--- src/rtl/inside_seq_ctrl_if.sv ---
// Bus between inside_seq_ctrl and its environment: anchor record writes, run
// control, the time-shared inside_ datapath connection and the run result.
// master = environment side (testbench / parent), slave = sequencer side.
interface inside_seq_ctrl_if #(
    parameter int N  = 8,
    parameter int NA = 3
);
    localparam int AW = (NA > 1) ? $clog2(NA) : 1;

    logic              anc_wr;
    logic [AW-1:0]     anc_addr;
    logic [3*N:0]      anc_data;
    logic              start;
    logic [4*N+9:0]    xD;
    logic [3*N+6:0]    yD;
    logic              busy;
    logic [7*N+16:0]   dp_g_input;
    logic [3*N:0]      dp_e_input;
    logic              dp_o;
    logic              done;
    logic [NA-1:0]     in_mask;
    logic              all_in;

    modport master (
        output anc_wr, anc_addr, anc_data, start, xD, yD, dp_o,
        input  busy, dp_g_input, dp_e_input, done, in_mask, all_in
    );

    modport slave (
        input  anc_wr, anc_addr, anc_data, start, xD, yD, dp_o,
        output busy, dp_g_input, dp_e_input, done, in_mask, all_in
    );
endinterface

--- src/rtl/inside_seq_ctrl.sv ---
// inside_seq_ctrl: time-shares one inside_ point-in-circle datapath across NA
// anchors. Each run presents anchor records one at a time (DP_LAT+1 cycles
// each), samples dp_o into in_mask and reports all_in = &in_mask with a
// one-cycle done pulse.
// Optional feature macro: INSIDE_SEQ_EARLY_EXIT_EN -- when defined, the run
// ends at the first anchor whose sampled dp_o is 0.
module inside_seq_ctrl #(
    parameter int N      = 8,
    parameter int NA     = 3,
    parameter int DP_LAT = 0
) (
    input  logic             clk,
    input  logic             rst,
    inside_seq_ctrl_if.slave bus
);
    localparam int AW = (NA > 1) ? $clog2(NA) : 1;
    localparam int CW = (DP_LAT > 0) ? $clog2(DP_LAT + 1) : 1;
    localparam int RW = 3*N + 1;
    localparam int XW = 4*N + 10;
    localparam int YW = 3*N + 7;
    localparam int GW = 7*N + 17;

    typedef enum logic [1:0] {
        IDLE = 2'd0,
        RUN  = 2'd1,
        DONE = 2'd2
    } state_t;

    state_t          state, state_nxt;
    logic [AW-1:0]   idx, idx_nxt;
    logic [CW-1:0]   cnt, cnt_nxt;
    logic [NA-1:0]   mask, mask_nxt;
    logic [RW-1:0]   anc [NA];
    logic [XW-1:0]   xd_lat;
    logic [YW-1:0]   yd_lat;
    logic [GW-1:0]   dp_g_p1, dp_g_nxt;
    logic [RW-1:0]   dp_e_p1, dp_e_nxt;
    logic            load_d;
    logic            anc_we;
    logic            early_fail;

    // Anchor writes are only honoured while idle and for in-range indices.
    assign anc_we = bus.anc_wr && (state == IDLE) &&
                    ({1'b0, bus.anc_addr} < (AW+1)'(NA));

`ifdef INSIDE_SEQ_EARLY_EXIT_EN
    assign early_fail = ~bus.dp_o;
`else
    assign early_fail = 1'b0;
`endif

    // Anchor record store; stable for the whole run because writes need IDLE.
    always_ff @(posedge clk or posedge rst) begin
        if (rst) begin
            for (int i = 0; i < NA; i++) begin
                anc[i] <= '0;
            end
        end else if (anc_we) begin
            anc[bus.anc_addr] <= bus.anc_data;
        end
    end

    // FSM state, anchor index, window counter, result mask and datapath drive.
    always_ff @(posedge clk or posedge rst) begin
        if (rst) begin
            state   <= IDLE;
            idx     <= '0;
            cnt     <= '0;
            mask    <= '0;
            dp_g_p1 <= '0;
            dp_e_p1 <= '0;
        end else begin
            state   <= state_nxt;
            idx     <= idx_nxt;
            cnt     <= cnt_nxt;
            mask    <= mask_nxt;
            dp_g_p1 <= dp_g_nxt;
            dp_e_p1 <= dp_e_nxt;
        end
    end

    // Target point latches, captured when a run is accepted.
    always_ff @(posedge clk or posedge rst) begin
        if (rst) begin
            xd_lat <= '0;
            yd_lat <= '0;
        end else if (load_d) begin
            xd_lat <= bus.xD;
            yd_lat <= bus.yD;
        end
    end

    // Next-state and next datapath drive; the datapath inputs are registered
    // one edge ahead so they are stable from the first cycle of each window.
    always_comb begin
        state_nxt = state;
        idx_nxt   = idx;
        cnt_nxt   = cnt;
        mask_nxt  = mask;
        dp_g_nxt  = '0;
        dp_e_nxt  = '0;
        load_d    = 1'b0;
        case (state)
            IDLE: begin
                if (bus.start) begin
                    state_nxt = RUN;
                    idx_nxt   = '0;
                    cnt_nxt   = '0;
                    mask_nxt  = '0;
                    load_d    = 1'b1;
                    dp_g_nxt  = {bus.xD, bus.yD};
                    // A same-cycle write to anchor 0 must reach the first window.
                    dp_e_nxt  = (anc_we && (bus.anc_addr == '0)) ? bus.anc_data : anc[0];
                end
            end
            RUN: begin
                dp_g_nxt = {xd_lat, yd_lat};
                dp_e_nxt = anc[idx];
                if (cnt == CW'(DP_LAT)) begin
                    mask_nxt[idx] = bus.dp_o;
                    cnt_nxt       = '0;
                    if ((idx == AW'(NA - 1)) || early_fail) begin
                        state_nxt = DONE;
                        dp_g_nxt  = '0;
                        dp_e_nxt  = '0;
                    end else begin
                        idx_nxt  = idx + 1'b1;
                        dp_e_nxt = anc[idx_nxt];
                    end
                end else begin
                    cnt_nxt = cnt + 1'b1;
                end
            end
            DONE: begin
                state_nxt = IDLE;
            end
            default: begin
                state_nxt = IDLE;
            end
        endcase
    end

    assign bus.busy       = (state != IDLE);
    assign bus.done       = (state == DONE);
    assign bus.in_mask    = mask;
    assign bus.all_in     = &mask;
    assign bus.dp_g_input = dp_g_p1;
    assign bus.dp_e_input = dp_e_p1;
endmodule
--- src/flat_wrapper.sv ---
// flat-port wrapper written by rule: the top's interface ports become plain ports
module inside_seq_ctrl_flat 
#(
    parameter int N      = 8,
    parameter int NA     = 3,
    parameter int DP_LAT = 0
)
  (clk, rst, bus_anc_wr, bus_anc_addr, bus_anc_data, bus_start, bus_xD, bus_yD, bus_dp_o, bus_busy, bus_dp_g_input, bus_dp_e_input, bus_done, bus_in_mask, bus_all_in);
  inside_seq_ctrl_if #(.N(N), .NA(NA)) bus_i ();
  input  logic clk;
  input  logic rst;
  input wire logic [$bits(bus_i.anc_wr)-1:0] bus_anc_wr;
  input wire logic [$bits(bus_i.anc_addr)-1:0] bus_anc_addr;
  input wire logic [$bits(bus_i.anc_data)-1:0] bus_anc_data;
  input wire logic [$bits(bus_i.start)-1:0] bus_start;
  input wire logic [$bits(bus_i.xD)-1:0] bus_xD;
  input wire logic [$bits(bus_i.yD)-1:0] bus_yD;
  input wire logic [$bits(bus_i.dp_o)-1:0] bus_dp_o;
  output wire logic [$bits(bus_i.busy)-1:0] bus_busy;
  output wire logic [$bits(bus_i.dp_g_input)-1:0] bus_dp_g_input;
  output wire logic [$bits(bus_i.dp_e_input)-1:0] bus_dp_e_input;
  output wire logic [$bits(bus_i.done)-1:0] bus_done;
  output wire logic [$bits(bus_i.in_mask)-1:0] bus_in_mask;
  output wire logic [$bits(bus_i.all_in)-1:0] bus_all_in;
  assign bus_i.anc_wr = bus_anc_wr;
  assign bus_i.anc_addr = bus_anc_addr;
  assign bus_i.anc_data = bus_anc_data;
  assign bus_i.start = bus_start;
  assign bus_i.xD = bus_xD;
  assign bus_i.yD = bus_yD;
  assign bus_i.dp_o = bus_dp_o;
  assign bus_busy = bus_i.busy;
  assign bus_dp_g_input = bus_i.dp_g_input;
  assign bus_dp_e_input = bus_i.dp_e_input;
  assign bus_done = bus_i.done;
  assign bus_in_mask = bus_i.in_mask;
  assign bus_all_in = bus_i.all_in;
  inside_seq_ctrl #(.N(N), .NA(NA), .DP_LAT(DP_LAT)) u_core (.clk(clk), .rst(rst), .bus(bus_i));
endmodule
--- config.mk ---
export PLATFORM = sky130hd
export DESIGN_NAME = inside_seq_ctrl_flat
export DESIGN_NICKNAME = d
export VERILOG_FILES = /design/src/rtl/inside_seq_ctrl_if.sv /design/src/rtl/inside_seq_ctrl.sv /design/src/flat_wrapper.sv
export SDC_FILE = /design/constraint.sdc
export NUM_CORES = 1
export LEC_CHECK = 0
export CORE_ASPECT_RATIO = 0.9
export CORE_MARGIN = 2
export CORE_UTILIZATION = 45
export CTS_BUF_LIST = sky130_fd_sc_hd__clkbuf_16
export DETAILED_ROUTE_END_ITERATION = 6
export PLACE_DENSITY = 0.81
export RECOVER_POWER = 50
export SLEW_MARGIN = 15
export SYNTH_ARGS = -nofsm -noshare
export SYNTH_HDL_FRONTEND = slang
export SYNTH_SLANG_ARGS = --single-unit
--- constraint.sdc ---
create_clock -name clk -period 11.3 [get_ports clk]
set_input_delay 2.26 -clock clk [delete_from_list [all_inputs] [get_ports clk]]
set_output_delay 2.26 -clock clk [all_outputs]
set_load 0.005 [all_outputs]
==> reports/qor.txt <==
SYNTHESIS
---------------------------------------------------------------------------------
Part of the Yosys area used for sequential elements                        62.94%
Multiplexer share of the synthesized area                                  11.87%
Post-Synth XOR/XNOR Area                                                       0%
Most instantiated cells after synthesis                              dfrtp_1 (253), nand2_1 (244), a22o_1 (64)
Simple-gate portion of the synthesized area                                11.37%
Ranking of synthesized cells by area                                 dfrtp_1 (63%), nand2_1 (9.1%), mux2_2 (6.5%), a22o_1 (5.6%), mux2_4 (3.0%)
Area share of fa/ha/maj cells after synthesis                             0.3732%
Total of warnings raised by yosys                                               0
Fraction of the mapped netlist area in compound gates                      10.56%
Top_reg_cell synth                                                        dfrtp_1
Number of enable-type register cells in the synthesized netlist                 0
Fraction of post-synthesis cell area in the top cell type by area          62.94%
Combinational family with the most area after synthesis              multiplexers
Most common cell in the netlist                                           dfrtp_1
Syn_area_per_cell                                                       12.36 um2
Fraction of synthesis flops using an asynchronous set or reset pin         100.0%
Distinct cells, synth                                                          33
Cell area after synthesis                                               10060 um2
Syn Nets                                                                      922
Yosys reg bits                                                                253
Cells after Synth                                                             814
Largest area contributor in the synthesized netlist                       dfrtp_1

DETAILED ROUTING
---------------------------------------------------------------------------------
Detail-routed net length per standard cell                               17.34 um
Drt first pass iters                                                            5
Total wirelength of the detailed-routed design                           22760 um
Via-per-instance ratio                                                      5.147
Remaining DRCs                                                                  0
Count of antenna-violating nets left after detailed routing                     0
First DRT Iteration DRCs                                                      358
Vias after detailed routing                                                  6753

SETUP PATH
---------------------------------------------------------------------------------
Crit path arrival time                                                    7310 ps
Required time at the endpoint of the critical path                       11740 ps
WS Path Type                                                         input port to flip-flop
Maximum fanout along the worst path                                            91
R2R depth                                                                       4
Critical path endpoint category                                         flip-flop
Launching point of the worst reg2reg path                            u_core.state[0]
End of the worst register-to-register path                           u_core.bus.dp_g_input[6]
Crit path launch type                                                  input port
Worst R2R Setup Slack                                                     5980 ps

GLOBAL ROUTE
---------------------------------------------------------------------------------
Wire length of the first global-routing pass                             36690 um
GR Overflow Total                                                               0
Maximum number of pins on one net before global-route repair                  103
Total GRT Usage                                                            19.33%
Number of antenna violations at the first check in global routing               3
Number of global-route vias before repair                                    6941

HOLD PATH
---------------------------------------------------------------------------------
Number of cells on the worst hold path                                          2
Path type of the worst min-delay path                                flip-flop to flip-flop
Hold worst-path end                                                  u_core.bus.dp_g_input[37]
Min-Delay Startpoint                                                 u_core.xd_lat[6]

TIMING
---------------------------------------------------------------------------------
Min Tclk post-route                                                       6872 ps
Largest clock skew in the final design                                   17.77 ps
Max Clock Freq                                                         0.1455 GHz
Final-layout worst hold slack                                            468.7 ps
Final number of max-transition violations                                     245
Worst-Margin Slew                                                         4359 ps
Slack of the critical path                                                4428 ps
Worst relative slew slack                                                 -192.2%
Final Cycle Share                                                          60.81%
Hold Violations, Final                                                          0
Total negative setup slack                                                   0 ps
Setup repair after global routing missed its margin                            no
Setup violators final                                                           0

CLOCK TREE
---------------------------------------------------------------------------------
Number of post-CTS setup repair buffers                                         0
TritonCTS clock tree                                                          yes
Maximum clock insertion buffer count                                            3
Number of H-tree branching levels                                               1
CTS-repair resized insts                                                        0
Clock latency at the later pin of the worst-skew pair                      520 ps
Cts bufs inserted                                                              26
CTS root buf                                                            clkbuf_16
Count of hold-fix buffers inserted at cts                                       0
Clock sink count                                                              253
Clock-pin slew on the worst setup and hold paths                            60 ps

FINAL LAYOUT
---------------------------------------------------------------------------------
Synth-to-Final Area Change                                                 29.20%
Utilization after layout                                                   59.72%
Final standard cell area without fillers                                13000 um2
Layout cell share with drive strength beyond 1                             12.17%
Layout fillers                                                               1746
Final net count                                                              1114

PLACEMENT
---------------------------------------------------------------------------------
Half-perimeter wire length of the detailed placement result              14140 um
Port bufs                                                                     208
Placement Cell Area                                                     12300 um2
Dpl ws                                                                    5997 ps
Routability-driven placement congestion ratio                              0.7824

PWR
---------------------------------------------------------------------------------
Power per Cell Area                                                  279.0 nW/um2
VDD IR-drop max                                                         0.2076 mV
Leakage power                                                         0.006271 uW

DIE
---------------------------------------------------------------------------------
Total die area                                                          23570 um2
CORE AREA                                                               21760 um2
Horizontal die dimension                                                 161.6 um
Overall die height                                                       145.8 um
I/O Pins                                                                      209
Core Rows                                                                      51
Initial core utilization                                                   46.23%

FLOW RUN
---------------------------------------------------------------------------------
Max capacitance violation total                                                 4

STATUS
---------------------------------------------------------------------------------
Violated checks                                                      max-capacitance violations, max-slew violations
Status                                                               complete, but fails checks

critical path, stage by stage:
cell and delay, ps:
dlygate4sd3_1 560, and2_0 2960, buf_4 1090, a22o_1 270
cell type report:
cell class / count / area (um2) / share of cell area (%)
Sequential cell: 253 / 6331 / 48.72
Multi-Input combinational cell: 506 / 3362 / 25.87
Timing Repair Buffer: 215 / 2127 / 16.37
Clock buffer: 27 / 675.6 / 5.199
Tap cell: 291 / 364.1 / 2.802
Clock inverter: 14 / 113.9 / 0.8762
Inverter: 4 / 16.27 / 0.1252
Antenna cell: 2 / 5.005 / 0.03851
how the worst max path moves through the flow:
stage          depth (start not counted)  slack, ps                        end       from
2_1_floorplan                          1       2080              u_core.anc[0]        rst
3_3_place_gp                           4       6030  u_core.bus.dp_g_input[43]        rst
3_5_place_dp                           4       6000          u_core.xd_lat[12]        rst
4_1_cts                                4       6560  u_core.bus.dp_g_input[52]        rst
5_1_grt                                4       3480  u_core.bus.dp_g_input[43]        rst
6_report                               4       4430   u_core.bus.dp_g_input[6]  bus_start
stage by stage:
| stage | std cells | power, uW |
|---|---|---|
| after floorplan | 814 | 2375 |
| after global placement | 1269 | 2860 |
| after detailed placement | 1269 | 2915 |
| after CTS | 1310 | 3735 |
| after global routing | 1312 | 3858 |
| final | 1312 | 3625 |
where the power goes:
group          total (uW)  internal (uW)  leakage [uW]  switching, uW
sequential           1500           1310       0.00317            191
clock                 805            471      0.000394            334
combinational        1320            648       0.00270            673
total                3630           2430       0.00627           1200
registers in the layout, indices dropped and copies added (netlist names):
| signal | count |
|---|---|
| u_core.anc | 75 |
| u_core.bus.dp_e_input | 25 |
| u_core.bus.dp_g_input | 73 |
| u_core.bus.in_mask | 3 |
| u_core.idx | 2 |
| u_core.state | 2 |
| u_core.xd_lat | 42 |
| u_core.yd_lat | 31 |
cell usage in the layout, fill, tap and decap left out, types with 2 or more instances in the layout:
| cell | Yosys | final |
|---|---|---|
| a21oi_1 | 25 | 25 |
| a22o_1 | 64 | 64 |
| buf_4 | 2 | 5 |
| bufinv_16 | 0 | 2 |
| clkbuf_1 | 16 | 2 |
| clkbuf_16 | 0 | 27 |
| clkdlybuf4s50_1 | 0 | 106 |
| clkinv_1 | 1 | 6 |
| clkinvlp_4 | 0 | 2 |
| dfrtp_1 | 253 | 253 |
| diode_2 | 0 | 2 |
| dlygate4sd3_1 | 0 | 102 |
| ha_1 | 3 | 2 |
| inv_1 | 3 | 6 |
| mux2_1 | 0 | 21 |
| mux2_2 | 58 | 55 |
| mux2_4 | 20 | 2 |
| mux2i_1 | 24 | 24 |
| nand2_1 | 244 | 244 |
| nand4b_2 | 2 | 2 |
| nor2_1 | 25 | 24 |
| o21ai_0 | 3 | 3 |
| o2bb2ai_1 | 5 | 5 |
| o2bb2ai_2 | 20 | 20 |
logic make-up after synthesis:
family                   count (synthesis)
AO/OA/AOI/OAI                          119
adder cells (fa/ha/maj)                  3
buffers and inverters                   55
flip-flops                             253
multiplexers                           102
AND/OR/NAND/NOR                        282
routing by layer:
metal | global-route usage [%] | vias to the layer above | share of wire [%]
li1 | - | 3146 | -
met1 | 25.06 | 3349 | 41
met2 | 31.30 | 197 | 48
met3 | 4.161 | 59 | 5.7
met4 | 8.750 | 2 | 4.7
met5 | 0 | - | 0.070
Power figures use the tool's default switching activity.
